==> src/rtl/mem_req_arbiter_pkg.sv <==
// Shared encodings and slot layout for the fetch/data memory arbiter.
// The slot bundle is the request as latched at acceptance time.
package mem_req_arbiter_pkg;

   typedef enum logic [1:0] {
      S_IDLE  = 2'd0,
      S_ISSUE = 2'd1,
      S_WAIT  = 2'd2
   } state_t;

   typedef enum logic {
      OWN_INST = 1'b0,
      OWN_DATA = 1'b1
   } owner_t;

   localparam logic [1:0] SIZE_B = 2'd0;
   localparam logic [1:0] SIZE_H = 2'd1;
   localparam logic [1:0] SIZE_W = 2'd2;

   localparam int SLOT_W = 1 + 2 + 4 + 32 + 32;

   typedef struct packed {
      logic        wr;
      logic [1:0]  size;
      logic [3:0]  wstrb;
      logic [31:0] addr;
      logic [31:0] wdata;
   } slot_t;

endpackage

==> src/rtl/mem_req_slot.sv <==
// Load-enabled holding register for one in-flight memory request.
// Synchronous active-low clear.
module mem_req_slot
   import mem_req_arbiter_pkg::*;
(
   input  logic              clk,
   input  logic              resetn,
   input  logic              load,
   input  logic [SLOT_W-1:0] d,
   output logic [SLOT_W-1:0] q
);

   always_ff @(posedge clk) begin
      if (!resetn) begin
         q <= '0;
      end else if (load) begin
         q <= d;
      end
   end

endmodule

==> src/rtl/mem_req_arbiter.sv <==
// Two-to-one fetch/data arbiter onto a single SRAM-like memory port.
// Data has priority; a starvation counter lets fetch win periodically.
module mem_req_arbiter
   import mem_req_arbiter_pkg::*;
#(
   parameter int STARVE_LIMIT = 4
) (
   input  logic        clk,
   input  logic        resetn,

   input  logic        inst_req,
   input  logic        inst_wr,
   input  logic [1:0]  inst_size,
   input  logic [3:0]  inst_wstrb,
   input  logic [31:0] inst_addr,
   input  logic [31:0] inst_wdata,
   output logic        inst_addr_ok,
   output logic        inst_data_ok,
   output logic [31:0] inst_rdata,

   input  logic        data_req,
   input  logic        data_wr,
   input  logic [1:0]  data_size,
   input  logic [3:0]  data_wstrb,
   input  logic [31:0] data_addr,
   input  logic [31:0] data_wdata,
   output logic        data_addr_ok,
   output logic        data_data_ok,
   output logic [31:0] data_rdata,

   output logic        mem_req,
   output logic        mem_wr,
   output logic [1:0]  mem_size,
   output logic [3:0]  mem_wstrb,
   output logic [31:0] mem_addr,
   output logic [31:0] mem_wdata,
   input  logic        mem_addr_ok,
   input  logic        mem_data_ok,
   input  logic [31:0] mem_rdata
);

   localparam int CW = $clog2(STARVE_LIMIT + 1);
   localparam logic [CW-1:0] LIMIT = CW'(STARVE_LIMIT);

   state_t        state;
   owner_t        owner;
   logic [CW-1:0] starve_cnt;

   slot_t slot_d;
   slot_t slot_q;

   logic grant_data;
   logic grant_inst;
   logic accept;
   logic resp;
   logic [31:0] resp_data;

   always_comb begin
      grant_data = data_req && !(inst_req && starve_cnt == LIMIT);
      grant_inst = inst_req && !grant_data;
      accept     = resetn && state == S_IDLE
                   && (inst_req || data_req);
      resp       = resetn && state == S_WAIT && mem_data_ok;
      resp_data  = slot_q.wr ? 32'd0 : mem_rdata;

      inst_addr_ok = accept && grant_inst;
      data_addr_ok = accept && grant_data;
      inst_data_ok = resp && owner == OWN_INST;
      data_data_ok = resp && owner == OWN_DATA;
      inst_rdata   = inst_data_ok ? resp_data : 32'd0;
      data_rdata   = data_data_ok ? resp_data : 32'd0;
   end

   always_comb begin
      slot_d = '0;
      if (grant_data) begin
         slot_d.wr    = data_wr;
         slot_d.size  = data_size;
         slot_d.wstrb = data_wstrb;
         slot_d.addr  = data_addr;
         slot_d.wdata = data_wdata;
      end else begin
         slot_d.wr    = inst_wr;
         slot_d.size  = inst_size;
         slot_d.wstrb = inst_wstrb;
         slot_d.addr  = inst_addr;
         slot_d.wdata = inst_wdata;
      end
   end

   mem_req_slot u_slot (
      .clk    (clk),
      .resetn (resetn),
      .load   (accept),
      .d      (slot_d),
      .q      (slot_q)
   );

   assign mem_wr    = slot_q.wr;
   assign mem_size  = slot_q.size;
   assign mem_wstrb = slot_q.wstrb;
   assign mem_addr  = slot_q.addr;
   assign mem_wdata = slot_q.wdata;

   always_ff @(posedge clk) begin
      if (!resetn) begin
         state      <= S_IDLE;
         owner      <= OWN_INST;
         starve_cnt <= '0;
         mem_req    <= 1'b0;
      end else begin
         unique case (state)
            S_IDLE: begin
               if (accept) begin
                  owner   <= grant_data ? OWN_DATA : OWN_INST;
                  state   <= S_ISSUE;
                  mem_req <= 1'b1;
                  // Only a contested loss counts against fetch
                  if (grant_inst) begin
                     starve_cnt <= '0;
                  end else if (inst_req && starve_cnt != LIMIT) begin
                     starve_cnt <= starve_cnt + 1'b1;
                  end
               end
            end
            S_ISSUE: begin
               if (mem_addr_ok) begin
                  state   <= S_WAIT;
                  mem_req <= 1'b0;
               end
            end
            S_WAIT: begin
               if (mem_data_ok) begin
                  state <= S_IDLE;
               end
            end
            default: begin
               state   <= S_IDLE;
               mem_req <= 1'b0;
            end
         endcase
      end
   end

endmodule

==> config.mk <==
export PLATFORM = sky130hd
export DESIGN_NAME = mem_req_arbiter
export DESIGN_NICKNAME = d
export VERILOG_FILES = /design/src/rtl/mem_req_arbiter_pkg.sv /design/src/rtl/mem_req_slot.sv /design/src/rtl/mem_req_arbiter.sv
export SDC_FILE = /design/constraint.sdc
export NUM_CORES = 1
export LEC_CHECK = 0
export BUFFER_PORTS_ARGS = -buffer_cell sky130_fd_sc_hd__buf_2
export CAP_MARGIN = 20
export CORE_AREA = 2 2 123 125
export DETAILED_ROUTE_END_ITERATION = 10
export DIE_AREA = 0 0 125 127
export GPL_TIMING_DRIVEN = 0
export HOLD_SLACK_MARGIN = 0.06
export PLACE_DENSITY = 0.64
export SYNTH_ARGS = -nofsm -noshare
export SYNTH_HDL_FRONTEND = slang
export SYNTH_SLANG_ARGS = --single-unit
==> constraint.sdc <==
create_clock -name clk -period 2.2 [get_ports clk]
set_input_delay 0.22 -clock clk [delete_from_list [all_inputs] [get_ports clk]]
set_output_delay 0.22 -clock clk [all_outputs]
set_load 0.01 [all_outputs]
==> impl_metrics.json <==
{
  "status": "finished, final reports clean",
  "area_growth_pct": 45.6,
  "grt-ovfl-total": 0,
  "antenna_found_initial": 4,
  "cts_root_buf": "clkbuf_16",
  "syn_area_per_cell_sq_um": 8.39,
  "cp.arrival_ns": 1.81,
  "grt_start_max_net_pins": 20,
  "criticalPathCategory": "reg2out",
  "grt_usage": 0.234,
  "ys_types": 25,
  "hpwl_mm": 14.8,
  "wl_mm": 19.4,
  "firstDrtPassIters": 4,
  "slew_viol_final": 0,
  "row_count": 44,
  "fillers": 1496,
  "maxSlewHeadroom": 0.377,
  "swShare": 0.290,
  "seqPwrFrac": 0.381,
  "power.leakage_nw": 3.73,
  "htree_levels": 3,
  "die_h_um": 127,
  "final_antenna_net_count": 0,
  "cellPowerDensity_nw_per_um2": 615,
  "start_util": 0.332,
  "grt_pass1_vias": 5575,
  "chipWidth_um": 125,
  "vias_per_cell": 5.18,
  "synth_nets": 753,
  "hold_viol_final": 0,
  "vias": 5666,
  "clockBufferDepth": 2,
  "grt_pass1_wl_mm": 29.7,
  "gp_congestion": 0.894,
  "regToRegSetupSlack_ns": 0.21,
  "hp-start": "mem_addr_ok",
  "tns_ns": 0,
  "tightest_slew_ns": 0.931,
  "reg2reg_to": "u_slot.q[70]",
  "power_frac_comb": 0.262,
  "required_ns": 1.98,
  "first_iter_violations": 218,
  "fmax_ghz": 0.492,
  "reg2reg_from": "starve_cnt[0]",
  "portBuffers": 318,
  "ys_warn_count": 0,
  "cp_max_fo": 10,
  "path_clk_slew_ns": 0.06,
  "cpPeakStageDelay_ns": 0.38,
  "synth_seq_cells": 78,
  "end_kind": "output pin",
  "clkPwrFrac": 0.358,
  "path_cells": "inv_1, ha_1, nand3_4, clkbuf_4, nand2_1, and2_1, buf_2",
  "hold_slack_ns": 0.0925,
  "synth_cells": 571,
  "final_common_cell": "buf_2",
  "layout.nets": 1084,
  "drc": 0,
  "drive_gt1_frac": 0.397,
  "synth.yosys.seq_area_share": 0.326,
  "mostFrequentLayoutCells": "buf_2 (320), dfxtp_1 (78), a21boi_0 (72)",
  "routedWlPerCell_um": 17.8,
  "intPower_mw": 3.05,
  "min_to": "state[0]",
  "cpMaxStageDelayCell": "dfxtp_1",
  "ios": 320,
  "finalSetupViolations": 0,
  "die_area_sq_um": 15900,
  "max-vdd-ir-drop_mv": 0.312,
  "cts_tree": "done",
  "cap_violations": 0,
  "post-route-period-util": 0.924,
  "synth_area_sq_um": 4790,
  "min_period_ns": 2.03,
  "clock_latency_ns": 0.34,
  "worstRegToRegCells": 7,
  "cts_made_buffers": 9,
  "clkSinkCount": 78,
  "clock_skew_ns": 0.0123,
  "whs_path_depth": 2,
  "power_switching_mw": 1.24,
  "core_area_sq_um": 14400,
  "crit_path_start_kind": "flip-flop",
  "holdCritPathClass": "in2reg",
  "rsz0062_at_grt": "false"
}
[what timing repair did]
action	4_1_cts	5_1_grt
setup endpoints to repair	52	63
hold buffers	0	0
setup buffers	0	3
gates resized for setup	10	17
pin swaps	0	1
endpoints found under the hold margin	0	0
[power by group through the flow]
stage	sequential, mW	clock (mW)	combinational [mW]
floorplan	1.72	0	0.596
global placement	1.66	0	1.13
detailed placement	1.66	0	1.13
CTS	1.63	1.57	1.13
global route	1.65	1.63	1.24
finish	1.63	1.54	1.12
[cells in the mapped netlist, drive strengths merged]
master / instances / area (sq um)
dfxtp: 78 / 1560
a21boi: 72 / 541
and3: 71 / 444
o21bai: 71 / 533
o311a: 71 / 711
nor2: 67 / 251
clkbuf: 64 / 240
nand2b: 35 / 219
buf: 9 / 91.3
nand2: 8 / 30.0
inv: 4 / 15.0
nand3: 4 / 20.0
o22ai: 3 / 18.8
and2: 2 / 12.5
and4b: 2 / 20.0
ha: 2 / 25.0
o21ai: 2 / 10.0
a31o: 1 / 8.76
nor4bb: 1 / 10.0
o2111ai: 1 / 8.76
o31ai: 1 / 7.51
or2: 1 / 6.26
or3b: 1 / 8.76
[how the worst max path moves through the flow]
stage                   from        endpoint  slack [ns]  depth (start not counted)
2_1_floorplan  starve_cnt[0]    u_slot.q[43]        0.38                          7
3_3_place_gp   starve_cnt[0]    u_slot.q[70]       -0.45                          7
3_5_place_dp   starve_cnt[0]    u_slot.q[70]       -0.46                          7
4_1_cts             state[0]  inst_rdata[13]        0.02                          6
5_1_grt             state[0]  inst_rdata[17]       0.003                          6
6_report       starve_cnt[0]    inst_addr_ok        0.17                          7
[layer usage]
metal  vias up  routed length, um  share of wire  GRT usage
met4         0                477          0.025     0.0935
met5         -                  0              0          0
met1      2626               7820           0.40      0.285
met3        29               1360          0.070     0.0532
li1       2782                  -              -          -
met2       229               9780           0.50      0.401
[cell type report]
cell class              instances  area (sq um)  area share
repair buffers                321          1610       0.231
plain buffers                  72           350      0.0502
clock inverters                 3          43.8     0.00627
well taps                     184           230      0.0330
diodes                          4          10.0     0.00143
multi-input cells             416          2900       0.415
flip-flops and latches         78          1560       0.224
inverters                       4          15.0     0.00215
clock buffers                  12           256      0.0368
[per-stage QoR]
stage,power (mW),cell area [sq um],setup WS (ns),util,std cells
floorplan,2.32,4790,0.376,-,571
global placement,2.79,6620,-0.448,0.459,1073
detailed placement,2.79,6620,-0.461,0.459,1073
CTS,4.33,6930,0.0184,0.481,1087
global route,4.52,6980,0.00256,0.484,1093
finish,4.29,6980,0.166,0.484,1094
[flip-flops by register name, summed over array words and instances, names as in the netlist]
register / cells
mem_req: 1
owner: 1
starve_cnt: 3
state: 2
u_slot.q: 71
[kinds of logic (layout without fill, tap and decap cells)]
kind of cell / count (synthesis) / in the layout / synth area share
flops: 78 / 78 / 0.326
compound gates: 222 / 222 / 0.383
fa+ha+maj: 2 / 2 / 0.00522
simple gates: 192 / 192 / 0.213
other cells: 0 / 4 / 0
buf+inv: 77 / 412 / 0.0723
[critical path: cells and delay by family (launching register included)]
family	cells	cell delay, ns
and+or+nand+nor	3	0.43
buffers and inverters	3	0.42
DFF	1	0.38
adders and majority gates	1	0.24
Note: power is estimated with default switching activity, not from simulation.
